===== src/rtl/fht_stream_io.sv =====
// fht_stream_io: loads a 1024-sample frame into the FHT bank RAMs in bit-reversed order,
// runs the FHT start/ready handshake, then streams the result out in natural order.
module fht_stream_io #(
   parameter int A_BIT = 8,
   parameter int D_BIT = 16
) (
   input  logic             iCLK_2,
   input  logic             iRESET,
   input  logic             iIN_VALID,
   input  logic [D_BIT-1:0] iIN_DATA,
   output logic             oIN_READY,
   output logic             oWE_IN,
   output logic [1:0]       oBANK_WR,
   output logic [A_BIT-1:0] oADDR_WR,
   output logic [D_BIT-1:0] oDATA_WR,
   output logic             oFHT_START,
   input  logic             iFHT_RDY,
   input  logic             iSOURCE_DATA,
   output logic             oRD_EN,
   output logic [1:0]       oBANK_RD,
   output logic [A_BIT-1:0] oADDR_RD,
   output logic             oRD_SEL,
   input  logic [D_BIT-1:0] iDATA_RD,
   output logic             oOUT_VALID,
   output logic [D_BIT-1:0] oOUT_DATA,
   output logic             oOUT_LAST,
   input  logic             iOUT_READY,
   output logic             oBUSY
);
   localparam int NB = A_BIT + 2;
   localparam logic [NB-1:0] LAST = '1;
   typedef enum logic [2:0] {IDLE, LOAD, START, WAIT, UNLOAD} state_t;
   state_t state, state_nx;
   logic started, rdy_low, acc, pop, slot, rd_q, rd_last_q;
   logic [NB-1:0] n, r;
   logic [NB:0] k;
   logic [1:0] cnt;
   logic [2:0] commit;
   logic [D_BIT-1:0] f_data [2];
   logic [1:0] f_last;
   always_comb for (int i = 0; i < NB; i++) r[i] = n[NB-1-i];
   assign oIN_READY  = state == LOAD;
   assign oFHT_START = state == START;
   assign oBUSY      = state == START || state == WAIT || state == UNLOAD;
   assign acc        = iIN_VALID && oIN_READY;
   assign oOUT_VALID = cnt != 2'd0;
   assign oOUT_DATA  = f_data[0];
   assign oOUT_LAST  = oOUT_VALID && f_last[0];
   assign pop        = oOUT_VALID && iOUT_READY;
   // words held plus words still coming back from RAM, after this cycle's pop leaves
   assign commit     = {1'b0, cnt} + {2'b0, rd_q} - {2'b0, pop};
   assign oRD_EN     = state == UNLOAD && !k[NB] && commit < 3'd2;
   assign oBANK_RD   = k[NB-1:NB-2];
   assign oADDR_RD   = k[A_BIT-1:0];
   assign slot       = pop ? cnt == 2'd2 : cnt != 2'd0;
   always_comb begin
      state_nx = state;
      case (state)
         IDLE:    state_nx = started ? LOAD : IDLE;
         LOAD:    state_nx = acc && n == LAST ? START : LOAD;
         START:   state_nx = WAIT;
         WAIT:    state_nx = iFHT_RDY && rdy_low ? UNLOAD : WAIT;
         UNLOAD:  state_nx = pop && oOUT_LAST ? LOAD : UNLOAD;
         default: state_nx = IDLE;
      endcase
   end
   always_ff @(posedge iCLK_2 or negedge iRESET)
      if (!iRESET) begin
         state     <= IDLE;
         started   <= 1'b0;
         rdy_low   <= 1'b0;
         n         <= '0;
         k         <= '0;
         oWE_IN    <= 1'b0;
         oBANK_WR  <= '0;
         oADDR_WR  <= '0;
         oDATA_WR  <= '0;
         oRD_SEL   <= 1'b0;
         rd_q      <= 1'b0;
         rd_last_q <= 1'b0;
         cnt       <= '0;
         f_data    <= '{default: '0};
         f_last    <= '0;
      end else begin
         state     <= state_nx;
         started   <= 1'b1;
         rdy_low   <= state == WAIT && (rdy_low || !iFHT_RDY);
         if (state != LOAD && state_nx == LOAD) n <= '0;
         else if (acc) n <= n + NB'(1);
         oWE_IN    <= acc;
         if (acc) begin
            oBANK_WR <= r[NB-1:NB-2];
            oADDR_WR <= r[A_BIT-1:0];
            oDATA_WR <= iIN_DATA;
         end
         if (state == WAIT && state_nx == UNLOAD) begin
            oRD_SEL <= iSOURCE_DATA;
            k       <= '0;
         end else k <= k + (NB+1)'(oRD_EN);
         rd_q      <= oRD_EN;
         rd_last_q <= oRD_EN && k[NB-1:0] == LAST;
         cnt       <= cnt + {1'b0, rd_q} - {1'b0, pop};
         if (pop) begin
            f_data[0] <= f_data[1];
            f_last[0] <= f_last[1];
         end
         if (rd_q) begin
            f_data[slot] <= iDATA_RD;
            f_last[slot] <= rd_last_q;
         end
      end
endmodule

===== config.mk =====
export PLATFORM = sky130hd
export DESIGN_NAME = fht_stream_io
export DESIGN_NICKNAME = d
export VERILOG_FILES = /design/src/rtl/fht_stream_io.sv
export SDC_FILE = /design/constraint.sdc
export NUM_CORES = 1
export LEC_CHECK = 0
export ABC_CLOCK_PERIOD_IN_PS = 7700
export CAP_MARGIN = 25
export CORE_ASPECT_RATIO = 1.75
export CORE_UTILIZATION = 53
export DETAILED_ROUTE_END_ITERATION = 16
export PLACE_DENSITY = 0.91
export REMOVE_ABC_BUFFERS = 1
export SKIP_CTS_REPAIR_TIMING = 1
export SLEW_MARGIN = 5
export SYNTH_ARGS = -nofsm -noshare
export SYNTH_HDL_FRONTEND = slang
export SYNTH_SLANG_ARGS = --single-unit

===== constraint.sdc =====
create_clock -name iCLK_2 -period 7.7 [get_ports iCLK_2]
set_input_delay 1.54 -clock iCLK_2 [delete_from_list [all_inputs] [get_ports iCLK_2]]
set_output_delay 1.54 -clock iCLK_2 [all_outputs]
set_load 0.005 [all_outputs]

==> key figures <==
Outcome
  • Outcome: complete, no violations

STA
  • Fin. max-slew vios: 0
  • Post-layout min period: 6360 ps
  • Final hold violations: 0
  • Worst setup margin: 1340 ps
  • Fmax: 157 MHz
  • Final setup viols: 0
  • Slew headroom: 41.9%
  • RSZ-0062 raised after global routing: no
  • TNS Setup: 0 ps
  • Slew @ Worst Pin: 868 ps
  • Clock Skew: 7.21 ps
  • Fin crit share: 82.6%

Finish
  • Final Cell Area: 0.00522 mm²
  • Fill cells: 553
  • Seq. cell area: 0.00230 mm²
  • Ratio of cells with drive above 1 in the final layout: 14.8%
  • Multi-input logic area: 0.00150 mm²
  • Most frequent cells in the layout: clkdlybuf4s50_1, dfrtp_1, nand2_1
  • Syn-to-layout area delta: 27.0%
  • Final std cells w/o fill: 520
  • Final design utilization: 69.4%
  • # nets final: 472
  • # diodes: 0
  • Most common cell after layout, fill and taps aside: clkdlybuf4s50_1

Synth
  • Top_reg_cell synth: dfrtp_1
  • Ys async rst share: 100%
  • Synthesized cell area: 0.00411 mm²
  • Mean area per synthesized cell: 11.5 µm²
  • Yosys warns: 0
  • Sequential element share of the synthesized area: 56.0%
  • Area leader, netlist: dfrtp_1
  • Synth cell types: 39
  • Synth top area share: 56.0%
  • Seq cells post-synth: 92
  • Syn Inst Count: 356
  • Ranking of synthesized cells by area: dfrtp_1, mux2_2, buf_4
  • Number of enable flip-flop cells after synthesis: 0

CTS
  • Clock tree sinks: 92
  • TritonCTS buffer count: 9
  • Root Driver: clkbuf_16
  • CTS Buffer Depth: 2
  • Worst skew pair latency: 330 ps
  • CTS clk-pin slew, worst paths: 60 ps
  • H-tree Lvls: 3
  • CTS tree: yes

Placement
  • RePlAce Congestion: 0.792
  • DP Area: 0.00494 mm²
  • IO buf count: 97
  • Detailed Place HPWL: 5270 µm
  • Pre-CTS setup slack: 1310 ps
  • Placed Cells: 505

Drt
  • Iter 0 DRT Violations: 88
  • Routed length per instance: 14.1 µm
  • Antenna Nets Post-Route: 0
  • DR vias: 2742
  • Post-route DRC: 0
  • Vias/cell: 5.27
  • DRT Wirelength: 7350 µm
  • Detailed-router iteration count before antenna repair: 4

Critical path
  • RR Startpoint: cnt[1]
  • CP Class: input port to primary output
  • Arr. time, crit path: 4820 ps
  • R2r endpoint: k[10]
  • Crit path launch: iOUT_READY
  • Crit path launch type: input port
  • Critical Path RT: 6160 ps
  • CP Max Fanout: 20
  • CP Capture Type: primary output
  • Reg2reg setup slack: 3530 ps
  • Crit path capture: oRD_EN
  • R2R depth: 15

GRT
  • Grt ovf: 0
  • Total track usage: 20.5%
  • Largest net degree at the start of global routing: 70
  • Routing usage on met2: 33.0%
  • Initial antenna violation count: 0
  • Met3 Use GR: 5.60%
  • GR peak layer: met2
  • Met1 Track Usage GR: 24.4%
  • Vias in the first global route: 2775
  • First-pass GRT wire length: 12400 µm

Floorplanning
  • IO Pins: 98
  • Initial Util: 54.7%
  • Height of the die: 118 µm
  • Row Count: 42
  • Die area: 0.00812 mm²
  • Die W: 68.6 µm
  • Core Area: 0.00751 mm²

Pwr
  • Maximum vdd ir drop: 246 µV
  • Total power divided by cell area: 299 mW/mm²
  • Leakage power: 2.38 nW

Hold path
  • Hold_sp: oDATA_WR[5]
  • Hold Path Class: register to register

Run
  • Max-cap violations: 0
## worst min-delay path by stage
stage	slack, ps	end	depth (start not counted)
6_report	490	oDATA_WR[5]	1
5_1_grt	510	oDATA_WR[5]	1
4_1_cts	490	oDATA_WR[5]	1
3_5_place_dp	480	oDATA_WR[5]	1
3_3_place_gp	470	oDATA_WR[5]	1
2_1_floorplan	480	f_data[0]	1
## metal layers
metal	part of all wire [%]	vias to the layer above
li1	-	1316
met1	42	1340
met2	51	81
met3	6.1	5
met4	1.4	0
met5	0	-
## cell usage after synthesis (2+ instances only)
master and instances:
and4_1 5, dfrtp_1 92, buf_6 3, xnor2_1 3
clkbuf_1 2, and3_1 5, mux2_2 38, buf_4 28
nand4_1 3, nor2b_1 5, o21ai_0 3, mux2_1 6
inv_1 6, and2_1 4, a21oi_1 2, nand2_1 41
buf_2 6, nand3_1 9, nor2_1 40, xor2_1 15
a31oi_1 18, ha_1 5
## cells by family after synthesis
logic type               count (synthesis)  share of synthesized area, %
AND/OR/NAND/NOR                        120                          14.0
flip-flops                              92                          56.0
buffers and inverters                   46                          7.49
multiplexers                            45                          12.3
AO/OA/AOI/OAI                           28                          4.23
XOR/XNOR                                18                          3.84
adder cells (fa/ha/maj)                  6                          2.01
other                                    1                        0.0913
## stage by stage
stage | hold WS [ps] | power, W
global placement | 467 | 0.00115
floorplan | 479 | 0.000886
CTS | 493 | 0.00158
detailed placement | 478 | 0.00117
global route | 512 | 0.00166
finish | 488 | 0.00156
## layout make-up
cell class	instances	area share (%)
Multi-Input combinational cell	218	28.8
Sequential cell	92	44.1
Clock inverter	4	0.480
Clock buffer	11	4.85
Inverter	7	0.504
Timing Repair Buffer	100	19.1
Tap cell	88	2.11
## power breakdown
part | internal (W) | leakage [nW] | switching [W]
clock | 0.000233 | 0.133 | 0.000171
sequential | 0.000603 | 1.19 | 0.0000777
combinational | 0.000293 | 1.06 | 0.000180
total | 0.00113 | 2.38 | 0.000429
## flip-flops by register name, summed over array words and instances, names as in the netlist, 2 cells and up
| register | cells |
|---|---|
| state | 3 |
| oOUT_DATA | 16 |
| k | 11 |
| f_last | 2 |
| cnt | 2 |
| f_data | 16 |
| oADDR_WR | 8 |
| oBANK_WR | 2 |
| n | 10 |
| oDATA_WR | 16 |
## worst max-delay path, cell delays in order
cell and delay (ps):
clkdlybuf4s50_1 430, o21ai_2 300, inv_2 330, ha_1 360, inv_1 60, ha_1 130, inv_1 40, fa_1 480
inv_1 50, nor4_1 480, clkdlybuf4s50_1 610
No activity file was read; power rests on OpenSTA's default activity.
